File: src/rtl/seg7_scan_ctrl.sv
// seg7_scan_ctrl - time-multiplexed scan controller for a common-anode
// multi-digit 7-segment display, feeding a 5-bit-code -> segment decoder.
//
// Each digit slot is CLK_DIV cycles long. The first BLANK_CYCLES of a slot show
// nothing, which gives the anode drivers time to turn off. The rest of the slot
// lights the digit. The display word is double-buffered: a load only takes
// effect at a frame boundary, so the display never shows half old and half new
// digits. Leading zeros can be blanked.
//
// Ports
//   iCLK    system clock, rising edge
//   iRST_N  synchronous reset, active low
//   iDATA   packed digit codes, digit k = iDATA[5k+4:5k], digit 0 rightmost
//   iLOAD   1-cycle update request; iDATA/iLZB are sampled in the same cycle
//   iLZB    leading-zero blank enable, staged together with iDATA
//   oDIG    code to the decoder, 5'h1F = blank
//   oAN     one-hot-low digit enable, all ones = nothing lit
//   oBUSY   a staged update is waiting for the frame boundary
//   oFRAME  1-cycle pulse in the first cycle of every frame

// Per-digit leading-zero decision. A digit is blanked when it is a zero and
// everything above it is either zero or already blank. Digit 0 is always shown.
module seg7_lzb_lane #(
  parameter bit IS_LSD = 1'b0
) (
  input  logic [4:0] i_code,
  input  logic       i_above_ok,
  input  logic       i_lzb_en,
  output logic       o_blank
);
  assign o_blank = i_lzb_en && !IS_LSD && (i_code == 5'h00) && i_above_ok;
endmodule

module seg7_scan_ctrl #(
  parameter int NUM_DIGITS   = 8,
  parameter int CLK_DIV      = 50000,
  parameter int BLANK_CYCLES = 500
) (
  input  logic                    iCLK,
  input  logic                    iRST_N,
  input  logic [5*NUM_DIGITS-1:0] iDATA,
  input  logic                    iLOAD,
  input  logic                    iLZB,
  output logic [4:0]              oDIG,
  output logic [NUM_DIGITS-1:0]   oAN,
  output logic                    oBUSY,
  output logic                    oFRAME
);
  localparam int CW = (CLK_DIV > 1) ? $clog2(CLK_DIV) : 1;
  localparam int IW = (NUM_DIGITS > 1) ? $clog2(NUM_DIGITS) : 1;
  localparam logic [CW-1:0] CNT_LAST = CW'(CLK_DIV - 1);
  localparam logic [IW-1:0] IDX_LAST = IW'(NUM_DIGITS - 1);
  localparam logic [31:0]   BLANK_U  = BLANK_CYCLES;

  logic [CW-1:0]                r_cnt;
  logic [IW-1:0]                r_idx;
  logic [NUM_DIGITS-1:0][4:0]   r_stg, r_disp;
  logic                         r_stg_lzb, r_lzb, r_pend;
  logic [4:0]                   r_dig;
  logic [NUM_DIGITS-1:0]        r_an;
  logic                         r_frame;

  logic                         w_cnt_wrap, w_bnd, w_on;
  logic [NUM_DIGITS-1:0]        w_above, w_blank;
  logic [4:0]                   w_dig_nxt;
  logic [NUM_DIGITS-1:0]        w_an_nxt;

  assign w_cnt_wrap = (r_cnt == CNT_LAST);
  assign w_bnd      = w_cnt_wrap && (r_idx == IDX_LAST);
  assign w_on       = (32'(r_cnt) >= BLANK_U);

  // w_above[k]: every digit above k is 0 or blank, so digit k is a leading
  // position. Built from the most significant digit downwards.
  for (genvar k = 0; k < NUM_DIGITS; k++) begin : g_lane
    if (k == NUM_DIGITS - 1) begin : g_top
      assign w_above[k] = 1'b1;
    end else begin : g_chain
      assign w_above[k] = w_above[k+1] &&
                          ((r_disp[k+1] == 5'h00) || (r_disp[k+1] == 5'h1F));
    end
    seg7_lzb_lane #(.IS_LSD(k == 0)) u_lane (
      .i_code     (r_disp[k]),
      .i_above_ok (w_above[k]),
      .i_lzb_en   (r_lzb),
      .o_blank    (w_blank[k])
    );
  end

  always_comb begin
    w_dig_nxt = 5'h1F;
    w_an_nxt  = '1;
    if (w_on && !w_blank[r_idx]) begin
      w_dig_nxt = r_disp[r_idx];
      w_an_nxt  = ~(NUM_DIGITS'(1) << r_idx);
    end
  end

  always_ff @(posedge iCLK) begin
    if (!iRST_N) begin
      r_cnt     <= '0;
      r_idx     <= '0;
      r_stg     <= '1;
      r_disp    <= '1;
      r_stg_lzb <= 1'b0;
      r_lzb     <= 1'b0;
      r_pend    <= 1'b0;
      r_dig     <= 5'h1F;
      r_an      <= '1;
      r_frame   <= 1'b0;
    end else begin
      r_cnt <= w_cnt_wrap ? '0 : r_cnt + CW'(1);
      if (w_cnt_wrap)
        r_idx <= (r_idx == IDX_LAST) ? '0 : r_idx + IW'(1);
      // The display takes the staging contents as they were before this edge,
      // so a load landing on the boundary itself waits one more frame.
      if (w_bnd && r_pend) begin
        r_disp <= r_stg;
        r_lzb  <= r_stg_lzb;
      end
      if (iLOAD) begin
        r_stg     <= iDATA;
        r_stg_lzb <= iLZB;
        r_pend    <= 1'b1;
      end else if (w_bnd) begin
        r_pend <= 1'b0;
      end
      r_frame <= w_bnd;
      r_dig   <= w_dig_nxt;
      r_an    <= w_an_nxt;
    end
  end

  assign oDIG   = r_dig;
  assign oAN    = r_an;
  assign oBUSY  = r_pend;
  assign oFRAME = r_frame;
endmodule

File: config.mk
export PLATFORM = sky130hd
export DESIGN_NAME = seg7_scan_ctrl
export DESIGN_NICKNAME = d
export VERILOG_FILES = /design/src/rtl/seg7_scan_ctrl.sv
export SDC_FILE = /design/constraint.sdc
export NUM_CORES = 1
export LEC_CHECK = 0
export BUFFER_PORTS_ARGS = -buffer_cell sky130_fd_sc_hd__buf_2
export CAP_MARGIN = 20
export CORE_ASPECT_RATIO = 1.1
export CORE_MARGIN = 4
export CORE_UTILIZATION = 55
export CTS_BUF_LIST = sky130_fd_sc_hd__clkbuf_4
export DETAILED_ROUTE_END_ITERATION = 16
export PLACE_DENSITY = 0.79
export SLEW_MARGIN = 10
export SYNTH_ARGS = -nofsm -noshare
export SYNTH_HDL_FRONTEND = slang
export SYNTH_HIERARCHICAL = 1
export SYNTH_SLANG_ARGS = --single-unit
File: constraint.sdc
create_clock -name iCLK -period 2.2 [get_ports iCLK]
set_input_delay 0.22 -clock iCLK [delete_from_list [all_inputs] [get_ports iCLK]]
set_output_delay 0.22 -clock iCLK [all_outputs]
set_load 0.01 [all_outputs]
==> results.md <==
- Summing all non-filler instances in the final layout gives an area of 6440 µm².
- The routed layout has 4484 vias.
- Setup repair after global routing could not meet its margin everywhere.
- Global routing finished with a remaining overflow of 0.
- The starting density of the core is 0.570.
- Dividing the detail-routed wire length by the instance count gives 15.9 µm.
- In this run the cell area of the synthesized design comes to 5110 µm².
- The initial antenna violation count is 0.
- The sort of element at the end of the critical path is a flip-flop.
- The half-perimeter wire length after detailed placement is 7890 µm.
- Compared with the post-synthesis result, the final layout area differs by 26.1%.
- The floorplan has 36 rows.
- Traced cell by cell, the critical path runs through or4_4 > mux2i_4 > o2111ai_4 > nor2_2 > nand2_1 > nor4_2 > mux4_2 > mux2i_2 > and3_4 > nand3_1.
- The global-route total usage across every layer is 0.240.
- The highest attainable clock frequency is 430 MHz.
- In the routed layout, each cell is associated on average with a via count of 5.78.
- 0 antenna diodes ended up in the layout.
- The peak per-stage delay on the critical path is 0.54 ns.
- The share of final-layout standard cells stronger than drive strength 1 is 0.242.
- In this run the worst hold path is classified as in -> reg.
- The weighted congestion reported at the end of routability-driven placement is 0.899.
- The worst-case reg-to-reg path depth is 10.
- The worst max-slew margin expressed relative to the limit is 0.608.
- For the pin with the worst max-slew slack, the measured transition is 0.588 ns.
- The layout net count is 701.
- The Yosys step of the flow raised 6 warnings.
- The total clock sinks is 116.
- The final number of max-transition violations was 0.
- The clock period minus final worst setup slack is 2.32 ns.
- Counting tap cells, the placed design contains a total of 701 instances.
- The total nets after synthesis is 591.
- The leakage power is 2.50 nW.
- Entering global routing, the biggest net connects 62 pins.
- The worst setup path is of the reg -> reg kind.
- Dividing total power by cell area gives a power density of 670 nW/µm².
- After detailed routing, the number of remaining DRC violations is 0.
- The die covers 10900 µm².
- The instance area at placement is 5610 µm².
- The flow ran to the end, but the final reports show violations.
- The data required time of the critical path is 2.67 ns.
- In this run the tool buffered the top-level ports with 58 buffer cells.
- Counting the buffers created by CTS gives 17.
- TritonCTS built the clock tree.
- The post-detailed-route count of antenna-violating nets is 0.
- The detailed router finished its first iteration with 377 violations.
- The commonest non-fill, non-tap cell in the layout is dfxtp_1.
- The region available for standard cell placement spans 8960 µm².
- The via count of the first global-routing pass was 4571.
- The startpoint identified for the worst register-to-register timing path is r_disp[39]$_SDFFE_PN1P_.
- STA puts the critical path data arrival time at 2.79 ns.
- The critical path launch point is r_disp[39]$_SDFFE_PN1P_.
- The first global-routing pass estimated 21200 µm of wire.
- Setup violations remaining at the end of the flow were counted as 13.
- The top cell types in the final layout, fill and taps aside, are dfxtp_1 (115), nand3_1 (93), nand2_1 (70).
- The setup slack on the worst flop-to-flop path is -0.12 ns.
- The worst setup path is launched from a flip-flop.
- The tool flagged a number of max-cap violations equal to 0.
- Clock-pin slew was measured on the worst setup and hold paths at 0.12 ns.
- The largest individual stage delay along the critical path comes from the cell or4_4.
- The first detailed-routing pass took 5 iterations.
- The instance count of the mapped netlist is 539.
- The floorplan step set the die width to 99.9 µm.
- The synthesized area per cell is 9.47 µm².
- The final clock skew is 0.0170 ns.
- The share of the core filled with cells in the final layout is 0.718.
- The worst setup slack before clock tree synthesis is -0.0966 ns.
- The count of cells in the finished layout, fillers not included, comes to 776.
- The capture point of the worst reg-to-reg path is oAN[2]$_SDFF_PN1_.
- The wire length after detailed routing is 12300 µm.
- The final hold violation count was 0.
- From bottom edge to top edge, the die measures 109 µm.
- The clock root buffer is clkbuf_4.
- The number of levels the H-tree was split into is 4.
- Along the worst path, the maximum fanout reaches 7.
- Across the VDD grid, the largest voltage drop is 0.464 mV.
- The slack of the critical path is -0.124 ns.
- The end point of the critical path is oAN[2]$_SDFF_PN1_.
- The total I/O pin count is 59.
- The overall power consumption is 0.00431 W.
- The clock latency of the later-clocked register in the worst-skew pair is 0.52 ns.
- The checks that failed: setup timing.
- In this run the deepest clock path goes through 2 buffers.
- Of the available clock period, the critical path in the final layout requires 1.06.
## cell type report
cell class	count	area [µm²]
flip-flops and latches	116	2320
repair buffers	130	975
inverters	10	37.5
fillers	620	2530
clock buffers	17	128
clock inverters	15	230
multi-input cells	374	2600
well taps	114	143
## routing by layer
layer  vias to the layer above  global-route usage  part of all wire
met5                         -                   0                 0
met4                         0              0.0907             0.027
met3                        40              0.0531             0.066
met2                       188               0.416              0.50
met1                      2116               0.291              0.41
li1                       2140                   -                 -
## how the worst min path moves through the flow
| stage | slack [ns] | from | endpoint | depth (start not counted) |
|---|---|---|---|---|
| 6_report | 0.15 | iRST_N | r_stg[8]$_SDFFE_PN1P_ | 2 |
| 3_5_place_dp | 0.44 | iDATA[33] | r_stg[33]$_SDFFE_PN1P_ | 3 |
| 2_1_floorplan | 0.35 | iDATA[0] | r_stg[0]$_SDFFE_PN1P_ | 2 |
| 3_3_place_gp | 0.43 | iDATA[36] | r_stg[36]$_SDFFE_PN1P_ | 3 |
| 5_1_grt | 0.14 | iRST_N | r_stg[0]$_SDFFE_PN1P_ | 2 |
| 4_1_cts | 0.12 | iRST_N | r_stg[2]$_SDFFE_PN1P_ | 2 |
## power by group
part,internal [W],total [W],switching [W]
clock network,0.00103,0.00189,0.000866
registers,0.00215,0.00218,0.0000339
logic,0.000136,0.000237,0.000101
## stage by stage
stage | hold WS, ns | TNS [ns]
finish | 0.147 | -1.37
global route | 0.139 | -2.96
CTS | 0.117 | -1.11
detailed placement | 0.438 | -0.929
global placement | 0.434 | -0.144
floorplan | 0.348 | -0.0484
## worst max-delay path: cells and delay by family, from the launching register on
family          cells  cell delay (ns)
flops               1             0.33
compound gates      1             0.18
mux                 3             0.61
simple gates        6             1.19
## sequential cells by signal (all words and copies together), names as in the netlist
| signal | count |
|---|---|
| r_disp | 40 |
| r_stg | 40 |
| r_cnt | 16 |
| oAN | 8 |
| oDIG | 5 |
| r_idx | 3 |
| oBUSY | 1 |
| oFRAME | 1 |
| r_lzb | 1 |
| r_stg_lzb | 1 |
## timing repair
item | CTS | global route
gates cloned | 1 | 0
endpoints found under the hold margin | 41 | 0
gates resized for setup | 6 | 5
setup endpoints to repair | 13 | 17
pin swaps | 4 | 3
hold buffers | 41 | 0
buffers inserted | 1 | 0
(Power assumes the default switching activity.)
